`src/rtl/conv_window_gen.sv`:
```
`default_nettype none
// ============================================================================
//  Module      : conv_window_gen
//  Description : Streaming sliding-window generator. Buffers F image rows of a
//                raster pixel stream and emits every FxFxC receptive field,
//                one per handshake, in output raster order.
//  Revision    : 1.0 - initial release
// ============================================================================
module conv_window_gen #(
    parameter int N         = 5,
    parameter int C         = 1,
    parameter int F         = 3,
    parameter int S         = 1,
    parameter int DATAWIDTH = 8
) (
    input  logic                         clk,
    input  logic                         rst,
    input  logic [C*DATAWIDTH-1:0]       s_pix,
    input  logic                         s_valid,
    output logic                         s_ready,
    output logic [F*F*C*DATAWIDTH-1:0]   m_win,
    output logic                         m_valid,
    input  logic                         m_ready,
    output logic                         m_last
);

    localparam int c_PW   = C * DATAWIDTH;
    localparam int c_O    = (N - F) / S + 1;
    // Row/column index of the bottom-right pixel of the final window.
    localparam int c_LAST = (c_O - 1) * S + F - 1;
    localparam int c_CW   = (N > 1) ? $clog2(N) : 1;
    localparam int c_SLW  = (F > 1) ? $clog2(F) : 1;
    localparam int c_PHW  = (S > 1) ? $clog2(S) : 1;

    logic [c_PW-1:0]       r_lbuf [F][N];
    logic [c_CW-1:0]       r_row;
    logic [c_CW-1:0]       r_col;
    logic [c_SLW-1:0]      r_slot;      // line-buffer slot of the current row (r mod F)
    logic [c_PHW-1:0]      r_rph;       // (r-F+1) mod S, valid once r >= F-1
    logic [c_PHW-1:0]      r_cph;       // (c-F+1) mod S, valid once c >= F-1
    logic                  r_valid;
    logic                  r_last;
    logic [F*F*c_PW-1:0]   r_win;

    logic                  w_accept;
    logic                  w_cap;
    logic                  w_last;
    logic [c_PHW-1:0]      w_rph_next;
    logic [c_PHW-1:0]      w_cph_next;
    logic [F*F*c_PW-1:0]   w_win;
    logic [c_SLW-1:0]      w_rslot [F];
    logic [c_CW-1:0]       w_cidx  [F];

    assign s_ready  = !r_valid || m_ready;
    assign w_accept = s_valid && s_ready;
    assign m_valid  = r_valid;
    assign m_win    = r_win;
    assign m_last   = r_last;

    // Stride phases only start counting once the first full window row/column is reached.
    assign w_rph_next = (r_row >= c_CW'(F - 1)) ?
                        ((r_rph == c_PHW'(S - 1)) ? '0 : r_rph + 1'b1) : '0;
    assign w_cph_next = (r_col >= c_CW'(F - 1)) ?
                        ((r_cph == c_PHW'(S - 1)) ? '0 : r_cph + 1'b1) : '0;

    assign w_cap  = w_accept
                 && (r_row >= c_CW'(F - 1)) && (r_col >= c_CW'(F - 1))
                 && (r_row <= c_CW'(c_LAST)) && (r_col <= c_CW'(c_LAST))
                 && (r_rph == '0) && (r_cph == '0);
    assign w_last = (r_row == c_CW'(c_LAST)) && (r_col == c_CW'(c_LAST));

    // Window row a lives in slot (r - F + 1 + a) mod F == (slot + 1 + a) mod F.
    for (genvar a = 0; a < F; a++) begin : g_rsel
        logic [c_SLW:0] w_sum;
        assign w_sum      = {1'b0, r_slot} + (c_SLW + 1)'(a + 1);
        assign w_rslot[a] = (w_sum >= (c_SLW + 1)'(F)) ? c_SLW'(w_sum - (c_SLW + 1)'(F))
                                                        : c_SLW'(w_sum);
    end

    for (genvar b = 0; b < F; b++) begin : g_csel
        assign w_cidx[b] = r_col - c_CW'(F - 1 - b);
    end

    // The newest element is the incoming pixel itself; it is not yet in the buffer.
    for (genvar a = 0; a < F; a++) begin : g_wa
        for (genvar b = 0; b < F; b++) begin : g_wb
            if ((a == F - 1) && (b == F - 1)) begin : g_byp
                assign w_win[(a*F+b)*c_PW +: c_PW] = s_pix;
            end else begin : g_buf
                assign w_win[(a*F+b)*c_PW +: c_PW] = r_lbuf[w_rslot[a]][w_cidx[b]];
            end
        end
    end

    // Raster position, line-buffer slot and stride-phase tracking.
    always_ff @(posedge clk) begin
        if (rst) begin
            r_row  <= '0;
            r_col  <= '0;
            r_slot <= '0;
            r_rph  <= '0;
            r_cph  <= '0;
        end else if (w_accept) begin
            if (r_col == c_CW'(N - 1)) begin
                r_col <= '0;
                r_cph <= '0;
                if (r_row == c_CW'(N - 1)) begin
                    r_row  <= '0;
                    r_slot <= '0;
                    r_rph  <= '0;
                end else begin
                    r_row  <= r_row + 1'b1;
                    r_slot <= (r_slot == c_SLW'(F - 1)) ? '0 : r_slot + 1'b1;
                    r_rph  <= w_rph_next;
                end
            end else begin
                r_col <= r_col + 1'b1;
                r_cph <= w_cph_next;
            end
        end
    end

    // Every accepted pixel lands in the buffer; contents need no reset.
    always_ff @(posedge clk) begin
        if (w_accept) begin
            r_lbuf[r_slot][r_col] <= s_pix;
        end
    end

    // Output register: load on capture, drop valid on consumption, otherwise hold.
    always_ff @(posedge clk) begin
        if (rst) begin
            r_valid <= 1'b0;
            r_last  <= 1'b0;
            r_win   <= '0;
        end else if (w_cap) begin
            r_valid <= 1'b1;
            r_last  <= w_last;
            r_win   <= w_win;
        end else if (m_ready) begin
            r_valid <= 1'b0;
        end
    end

endmodule
`default_nettype wire

```
`config.mk`:
```
export PLATFORM = sky130hd
export DESIGN_NAME = conv_window_gen
export DESIGN_NICKNAME = d
export VERILOG_FILES = /design/src/rtl/conv_window_gen.sv
export SDC_FILE = /design/constraint.sdc
export NUM_CORES = 1
export LEC_CHECK = 0
export CORE_MARGIN = 4
export CORE_UTILIZATION = 61
export CTS_BUF_LIST = sky130_fd_sc_hd__clkbuf_2 sky130_fd_sc_hd__clkbuf_4 sky130_fd_sc_hd__clkbuf_8
export DETAILED_ROUTE_END_ITERATION = 10
export GPL_TIMING_DRIVEN = 0
export PLACE_DENSITY = 0.87
export SLEW_MARGIN = 5
export SYNTH_ARGS = -nofsm -noshare
export SYNTH_HDL_FRONTEND = slang
export SYNTH_SLANG_ARGS = --single-unit
```
`constraint.sdc`:
```
create_clock -name clk -period 3.4 [get_ports clk]
set_input_delay 0.51 -clock clk [delete_from_list [all_inputs] [get_ports clk]]
set_output_delay 0.51 -clock clk [all_outputs]
set_load 0.02 [all_outputs]
```
==> results of run 1 <==
worst max-delay path by stage:
stage | from | endpoint | cells past startpoint
2_1_floorplan | r_slot[0] | m_win[55] | 12
3_3_place_gp | r_slot[0] | m_win[52] | 12
3_5_place_dp | r_slot[0] | m_win[52] | 12
4_1_cts | r_slot[0] | m_win[46] | 11
5_1_grt | r_col[0] | m_win[63] | 10
6_report | r_col[0] | m_win[63] | 10
critical path: stages, from the launching register on:
cell and delay, ns:
dfxtp_1 0.39, inv_2 0.07, buf_4 0.22, buf_2 0.25, ha_1 0.27, xnor2_2 0.48
nand2_1 0.37, clkbuf_2 0.39, nor3_1 0.49, nor4_4 0.10, nor3_1 0.25
cells in the mapped netlist, types with 3 or more instances:
library cell | n | area [sq um]
and3_1 | 9 | 56.3
inv_1 | 40 | 150
nand2_1 | 33 | 124
o21a_1 | 5 | 37.5
o22ai_1 | 72 | 450
clkbuf_1 | 33 | 124
buf_4 | 9 | 67.6
o21bai_1 | 6 | 45.0
buf_1 | 11 | 41.3
dfxtp_1 | 82 | 1640
a211oi_1 | 39 | 293
nand2b_1 | 6 | 37.5
and4_1 | 6 | 52.6
nor2_1 | 124 | 465
edfxtp_1 | 120 | 3600
mux4_2 | 58 | 1310
and2_1 | 4 | 25.0
buf_2 | 34 | 170
mux2i_1 | 64 | 641
nor4_1 | 18 | 113
o21ai_0 | 9 | 45.0
a21oi_1 | 51 | 255
nor3_1 | 80 | 400
o32ai_1 | 8 | 70.1
nand3_1 | 8 | 40.0
clkbuf_2 | 3 | 15.0
mux2_2 | 112 | 1260
ha_1 | 12 | 150
nor2b_1 | 7 | 43.8
a22oi_1 | 22 | 165
layout make-up:
class	instances	area (sq um)	area share
diodes	1	2.50	0.000176
plain buffers	92	487	0.0342
clock buffers	46	608	0.0427
clock inverters	21	215	0.0151
inverters	43	164	0.0115
multi-input cells	771	6320	0.444
flip-flops and latches	202	5250	0.368
well taps	265	332	0.0233
repair buffers	87	866	0.0608
layer usage:
layer,wire [um],track usage,part of all wire
met5,20,0,0.00041
met4,3960,0.276,0.080
met3,7100,0.139,0.14
met2,21000,0.662,0.43
met1,17300,0.569,0.35
state kept, by name, summed over array words and instances, names as in the netlist:
| name | flops |
|---|---|
| m_win | 72 |
| r_row | 3 |
| r_lbuf | 120 |
| m_valid | 1 |
| m_last | 1 |
| r_col | 3 |
| r_slot | 2 |
cells in the final DEF (no fill, tap or decap), types with 40 or more instances in the layout:
cell type        instances
o22ai_1                 72
inv_1                   40
nor3_1                  80
nor2_1                 124
mux2i_1                 64
clkdlybuf4s50_1         85
mux4_2                  58
clkbuf_8                42
a21oi_1                 51
edfxtp_1               120
mux2_2                 112
dfxtp_1                 81
report_power, final:
part           switching, mW  leakage [nW]  internal [mW]  total [mW]
Sequential            0.0123          1.75           2.61        2.62
Combinational          0.377          2.63          0.198       0.575
Clock                   1.11         0.418           1.50        2.60
cells by family (layout without fill, tap and decap cells):
| group | count (synthesis) | count (layout) | synth area share |
|---|---|---|---|
| compound gates | 215 | 215 | 0.115 |
| xor+xnor | 2 | 2 | 0.00207 |
| fa+ha+maj | 12 | 12 | 0.0124 |
| buf+inv | 135 | 289 | 0.0498 |
| flops | 202 | 202 | 0.434 |
| mux | 237 | 237 | 0.269 |
| other cells | 0 | 1 | 0 |
| simple gates | 305 | 305 | 0.119 |
through the flow:
stage | cell area (sq um) | setup TNS [ns]
after floorplan | 12100 | 0
after global placement | 13300 | -31.11
after detailed placement | 13300 | -29.82
after CTS | 14200 | 0
after global routing | 14200 | -0.00209
final | 14200 | 0
repair_timing:
action	in CTS	in global routing
setup endpoints to repair	64	44
pin swaps	4	1
resized for setup	22	12
hold endpoints to repair	0	0
setup buffers	0	0
==> Implementation_results.wiki, run 1 <==
{| class="wikitable"
! Metric !! Value
|-
| Number of failing setup endpoints in the final timing report || 0
|-
| Main synth FF type || edfxtp_1
|-
| Height of the chip || 149 um
|-
| Post-synthesis net count || 1132
|-
| Vias per cell || 7.13
|-
| Number of nets with antenna violations after detailed routing || 0
|-
| Syn_area_per_cell || 10.9 sq um
|-
| Layout-stage area growth over the synthesis result || 17.8%
|-
| Final number of max-transition violations || 0
|-
| Effective utilization at floorplan || 0.621
|-
| Sequential area share after synthesis || 0.434
|-
| Pin count of the biggest net entering global routing || 17
|-
| DIE AREA || 22100 sq um
|-
| Hold WS || 0.454 ns
|-
| Total Nets Final || 1258
|-
| Power, Total || 5.80 mW
|-
| Violation count after the first detailed-routing iteration || 1684
|-
| Number of buffers added by the clock tree synthesis step || 37
|-
| Number of instances on the worst hold path || 2
|-
| Final WL || 49300 um
|-
| Worst r2r src || r_col[0]
|-
| Critical Setup Path Class || flop to flop
|-
| HPWL after detailed placement || 37600 um
|-
| Maximum number of buffers from clock root to sink || 3
|-
| Clock slew at the register clock pins of the worst setup and hold paths || 0.06 ns
|-
| Yosys reg bits || 202
|-
| Setup slack, reg-to-reg || 0.003 ns
|-
| Data required time of the critical path || 3.85 ns
|-
| Fraction of synthesis flops using an asynchronous set or reset pin || 0
|-
| Crit path max fanout || 11
|-
| Smallest setup slack after layout || 0.00268 ns
|-
| Share of the cycle needed by the critical path after routing || 0.999
|-
| RR Endpoint || m_win[63]
|-
| Cells after synthesis || 1108
|-
| Min-delay src || m_win[66]
|-
| Router iterations before antenna repair || 5
|-
| Number of warnings reported in the yosys synthesis log || 0
|-
| Highest clock frequency the design can meet || 294 MHz
|-
| TritonCTS clock tree || yes
|-
| Worst path arrival time || 3.84 ns
|-
| Number of H-tree branching levels || 2
|-
| Sink of the worst hold path || m_win[66]
|-
| Critical path launch point type || flop
|-
| Maxcap violations || 0
|-
| Master cell of the clock root buffer || clkbuf_8
|-
| Final Non-Filler Cells || 1528
|-
| Routed vias || 10900
|-
| Pre-CTS setup slack || -0.925 ns
|-
| Length in cells of the worst reg-to-reg path || 10
|-
| Fraction of layout cells with a size suffix above 1 || 0.246
|-
| Layout filler cell count || 1383
|-
| Count of endpoints failing hold in the final timing report || 0
|-
| IO Count || 87
|-
| LEAKAGE || 4.79 nW
|-
| Number of buffers inserted for hold repair after clock tree synthesis || 0
|-
| Kind of capture point of the worst setup path || flop
|-
| Post-route minimum period || 3.40 ns
|-
| Status || completed
|-
| Slew at the pin closest to its max-slew limit || 0.968 ns
|-
| Post-Place Cells || 1460
|-
| Core utilization of the finished layout || 0.732
|-
| Wire length of the first global-routing pass || 71000 um
|-
| # DRC || 0
|-
| Initial antenna violation count || 2
|-
| Clock Skew || 0.0271 ns
|-
| Die extent in x || 149 um
|-
| Floorplan Core Area || 19500 sq um
|-
| Number of global-route vias before repair || 10700
|-
| All-layer global routing usage || 0.444
|-
| Classification of the worst-slack hold path || flop to flop
|-
| Row count || 51
|-
| Post-synth EDFFs || 120
|-
| DR WL/cell || 32.3 um
|-
| Power density normalized to cell area || 407 nW/um^2
|-
| Clock insertion delay at the later pin of the skew report || 0.55 ns
|-
| Largest vdd supply drop || 345 uV
|-
| GR Overflow Total || 0
|-
| Count of clock tree sinks || 202
|-
| Slew HR || 0.355
|-
| Distinct cell type count after synthesis || 47
|-
| Routability congestion estimate || 1.07
|-
| Count of buffers inserted at the top-level ports || 85
|-
| Post-synth design cell area || 12100 sq um
|}
(Power assumes the default switching activity.)
==> inputs of run 2 (changes only) <==
--- a/config.mk
+++ b/config.mk
@@ -11,6 +11,7 @@
 export DETAILED_ROUTE_END_ITERATION = 10
 export GPL_TIMING_DRIVEN = 0
 export PLACE_DENSITY = 0.87
+export SKIP_CTS_REPAIR_TIMING = 1
 export SLEW_MARGIN = 5
 export SYNTH_ARGS = -nofsm -noshare
 export SYNTH_HDL_FRONTEND = slang
==> run 2 against run 1 <==
Against the previous run:
- the run now ends with negative setup slack left
- hold slack lost 0.0012 ns
- fmax about the same
- die area is the same
- sequential share of layout area down 0.14 points
- clock power about the same
==> Implementation_results.wiki, run 2 (same netlist as run 1, synthesis figures left out) <==
{| class="wikitable"
! Metric !! Value
|-
| Power density normalized to cell area || 406 nW/um^2 (was 407 nW/um^2)
|-
| Setup TNS || -0.0000520 ns (was 0 ns)
|-
| Number of H-tree branching levels || 2 (unchanged)
|-
| Master cell of the clock root buffer || clkbuf_8 (unchanged)
|-
| Final Non-Filler Cells || 1530 (was 1528)
|-
| Effective utilization at floorplan || 0.621 (unchanged)
|-
| Layout-stage area growth over the synthesis result || 18.2% (was 17.8%)
|-
| Initial antenna violation count || 1 (was 2)
|-
| Violation count after the first detailed-routing iteration || 1779 (was 1684)
|-
| Count of endpoints failing hold in the final timing report || 0 (unchanged)
|-
| Floorplan Core Area || 19500 sq um (unchanged)
|-
| Post-route minimum period || 3.40 ns (about the same)
|-
| Worst path arrival time || 3.81 ns (was 3.84 ns)
|-
| Height of the chip || 149 um (unchanged)
|-
| Routed vias || 11000 (was 10900)
|-
| Critical Setup Path Class || flop to flop (unchanged)
|-
| Routability congestion estimate || 1.07 (unchanged)
|-
| Largest vdd supply drop || 344 uV (was 345 uV)
|-
| Setup slack, reg-to-reg || -0.00005 ns (was 0.003 ns)
|-
| Maxcap violations || 0 (unchanged)
|-
| RR Endpoint || m_win[49] (was m_win[63])
|-
| Slew HR || 0.364 (was 0.355)
|-
| Die extent in x || 149 um (unchanged)
|-
| Slew at the pin closest to its max-slew limit || 0.954 ns (was 0.968 ns)
|-
| Highest clock frequency the design can meet || 294 MHz (about the same)
|-
| Capturing instance or port of the critical path || m_win[49] (was m_win[63])
|-
| All-layer global routing usage || 0.444 (about the same)
|-
| Commonest cells after routing, fill and taps aside || nor2_1 (124), edfxtp_1 (120), mux2_2 (112) (unchanged)
|-
| Most frequent standard cell in the layout excluding fill and tap cells || nor2_1 (unchanged)
|-
| DIE AREA || 22100 sq um (unchanged)
|-
| Worst r2r src || r_slot[0] (was r_col[0])
|-
| Wire length of the first global-routing pass || 70900 um (was 71000 um)
|-
| Cell breakdown of the critical path || buf_6 > clkinvlp_4 > buf_2 > ha_1 > buf_2 > buf_2 > mux2_2 > o22ai_1 > nor3_1 > nor4_2 > nor3_1 (was inv_2 > buf_4 > buf_2 > ha_1 > xnor2_2 > nand2_1 > clkbuf_2 > nor3_1 > nor4_4 > nor3_1)
|-
| Origin of the worst setup path || r_slot[0] (was r_col[0])
|-
| Final non-filler cell area || 14300 sq um (was 14200 sq um)
|-
| Number of failing setup endpoints in the final timing report || 1 (was 0)
|-
| Crit path max fanout || 13 (was 11)
|-
| Fraction of layout cells with a size suffix above 1 || 0.249 (was 0.246)
|-
| Status || complete, but fails checks (was completed)
|-
| Number of buffers added by the clock tree synthesis step || 37 (unchanged)
|-
| Flip-flop count of the largest register after layout || 120 (unchanged)
|-
| Slowest cell on the critical path || nor4_2 (was nor3_1)
|-
| Maximum number of buffers from clock root to sink || 3 (unchanged)
|-
| Pin count of the biggest net entering global routing || 17 (unchanged)
|-
| Placed Area || 13300 sq um (unchanged)
|-
| Classification of the worst-slack hold path || flop to flop (unchanged)
|-
| Register bank with the most flops || r_lbuf (unchanged)
|-
| Violated checks || negative setup slack
|-
| Row count || 51 (unchanged)
|-
| Most common cell on crit path || buf_2 (was nor3_1)
|-
| # DRC || 0 (unchanged)
|-
| HPWL after detailed placement || 37600 um (unchanged)
|-
| GR Overflow Total || 0 (unchanged)
|-
| Critical path launch point type || flop (unchanged)
|-
| Final WL || 49500 um (was 49300 um)
|-
| Post-Place Cells || 1460 (unchanged)
|-
| Clock Skew || 0.0291 ns (was 0.0271 ns)
|-
| Count of clock tree sinks || 202 (unchanged)
|-
| Total Nets Final || 1261 (was 1258)
|-
| Length in cells of the worst reg-to-reg path || 11 (was 10)
|-
| Router iterations before antenna repair || 5 (unchanged)
|-
| Number of nets with antenna violations after detailed routing || 0 (unchanged)
|-
| Data required time of the critical path || 3.81 ns (was 3.85 ns)
|-
| Share of the cycle needed by the critical path after routing || 1.00 (was 0.999)
|-
| DR WL/cell || 32.3 um (about the same)
|-
| Highest cell delay on the worst timing path || 0.48 ns (was 0.49 ns)
|-
| Count of buffers inserted at the top-level ports || 85 (unchanged)
|-
| LEAKAGE || 4.80 nW (was 4.79 nW)
|-
| Clock insertion delay at the later pin of the skew report || 0.55 ns (about the same)
|-
| Smallest setup slack after layout || -0.0000520 ns (was 0.00268 ns)
|-
| Clock slew at the register clock pins of the worst setup and hold paths || 0.06 ns (about the same)
|-
| TritonCTS clock tree || yes (unchanged)
|-
| IO Count || 87 (unchanged)
|-
| Antenna Diode Count || 0 (was 1)
|-
| Number of global-route vias before repair || 10700 (about the same)
|-
| Kind of capture point of the worst setup path || flop (unchanged)
|-
| Vias per cell || 7.22 (was 7.13)
|-
| Final number of max-transition violations || 0 (unchanged)
|}
==> run 2: cell types whose count changed in the layout (fill, tap and decap cells not counted), sizes merged <==
cell	change
clkdlybuf4s15	-1
inv	-1
diode	-1
clkbuf	+4
clkinvlp	+1
==> run 2: final cells by class <==
class	count	area, sq um
Tap cell	265	332
Multi-Input combinational cell	771	6350
Buffer	92	490
Sequential cell	202	5250
Clock buffer	46	608
Fill cell	1377	5160
Timing Repair Buffer	90	888
Clock inverter	21	215
Inverter	43	165
==> run 2: through the flow <==
stage	total power, mW	util	worst slack (ns)	hold slack [ns]
floorplan	3.01	-	0.502	0.465
global placement	3.21	0.682	-0.952	0.442
detailed placement	3.21	0.684	-0.925	0.448
CTS	5.74	0.726	-0.964	0.456
global route	5.93	0.735	-0.0526	0.478
finish	5.81	0.735	-0.0000520	0.453
==> run 2: routing by layer <==
metal | vias up | share of wire | global-route usage
met5 | - | 0.00026 | 0
met4 | 2 | 0.082 | 0.270
met3 | 249 | 0.14 | 0.135
met2 | 1008 | 0.43 | 0.661
met1 | 5270 | 0.35 | 0.573
li1 | 4512 | - | -
==> run 2: worst min path at each step <==
| stage | start | endpoint | slack (ns) | cells after the start |
|---|---|---|---|---|
| final | m_win[66] | m_win[66] | 0.45 | 2 |
| after global routing | m_win[67] | m_win[67] | 0.48 | 2 |
| after CTS | m_win[66] | m_win[66] | 0.46 | 2 |
| after detailed placement | m_win[67] | m_win[67] | 0.45 | 2 |
| after global placement | m_last | m_last | 0.44 | 2 |
| after floorplan | r_slot[1] | r_slot[1] | 0.46 | 2 |
==> run 2: where the power goes <==
group,switching [mW],internal [mW]
sequential,0.0125,2.61
combinational,0.378,0.199
clock,1.12,1.50
==> run 2: worst max-delay path: cells and delay by family (launching register included) <==
kind                     cells  cell delay [ns]
adder cells (fa/ha/maj)      1             0.30
buffers and inverters        5             1.17
flip-flops                   1             0.41
AND/OR/NAND/NOR              3             0.71
AO/OA/AOI/OAI                1             0.21
multiplexers                 1             0.43
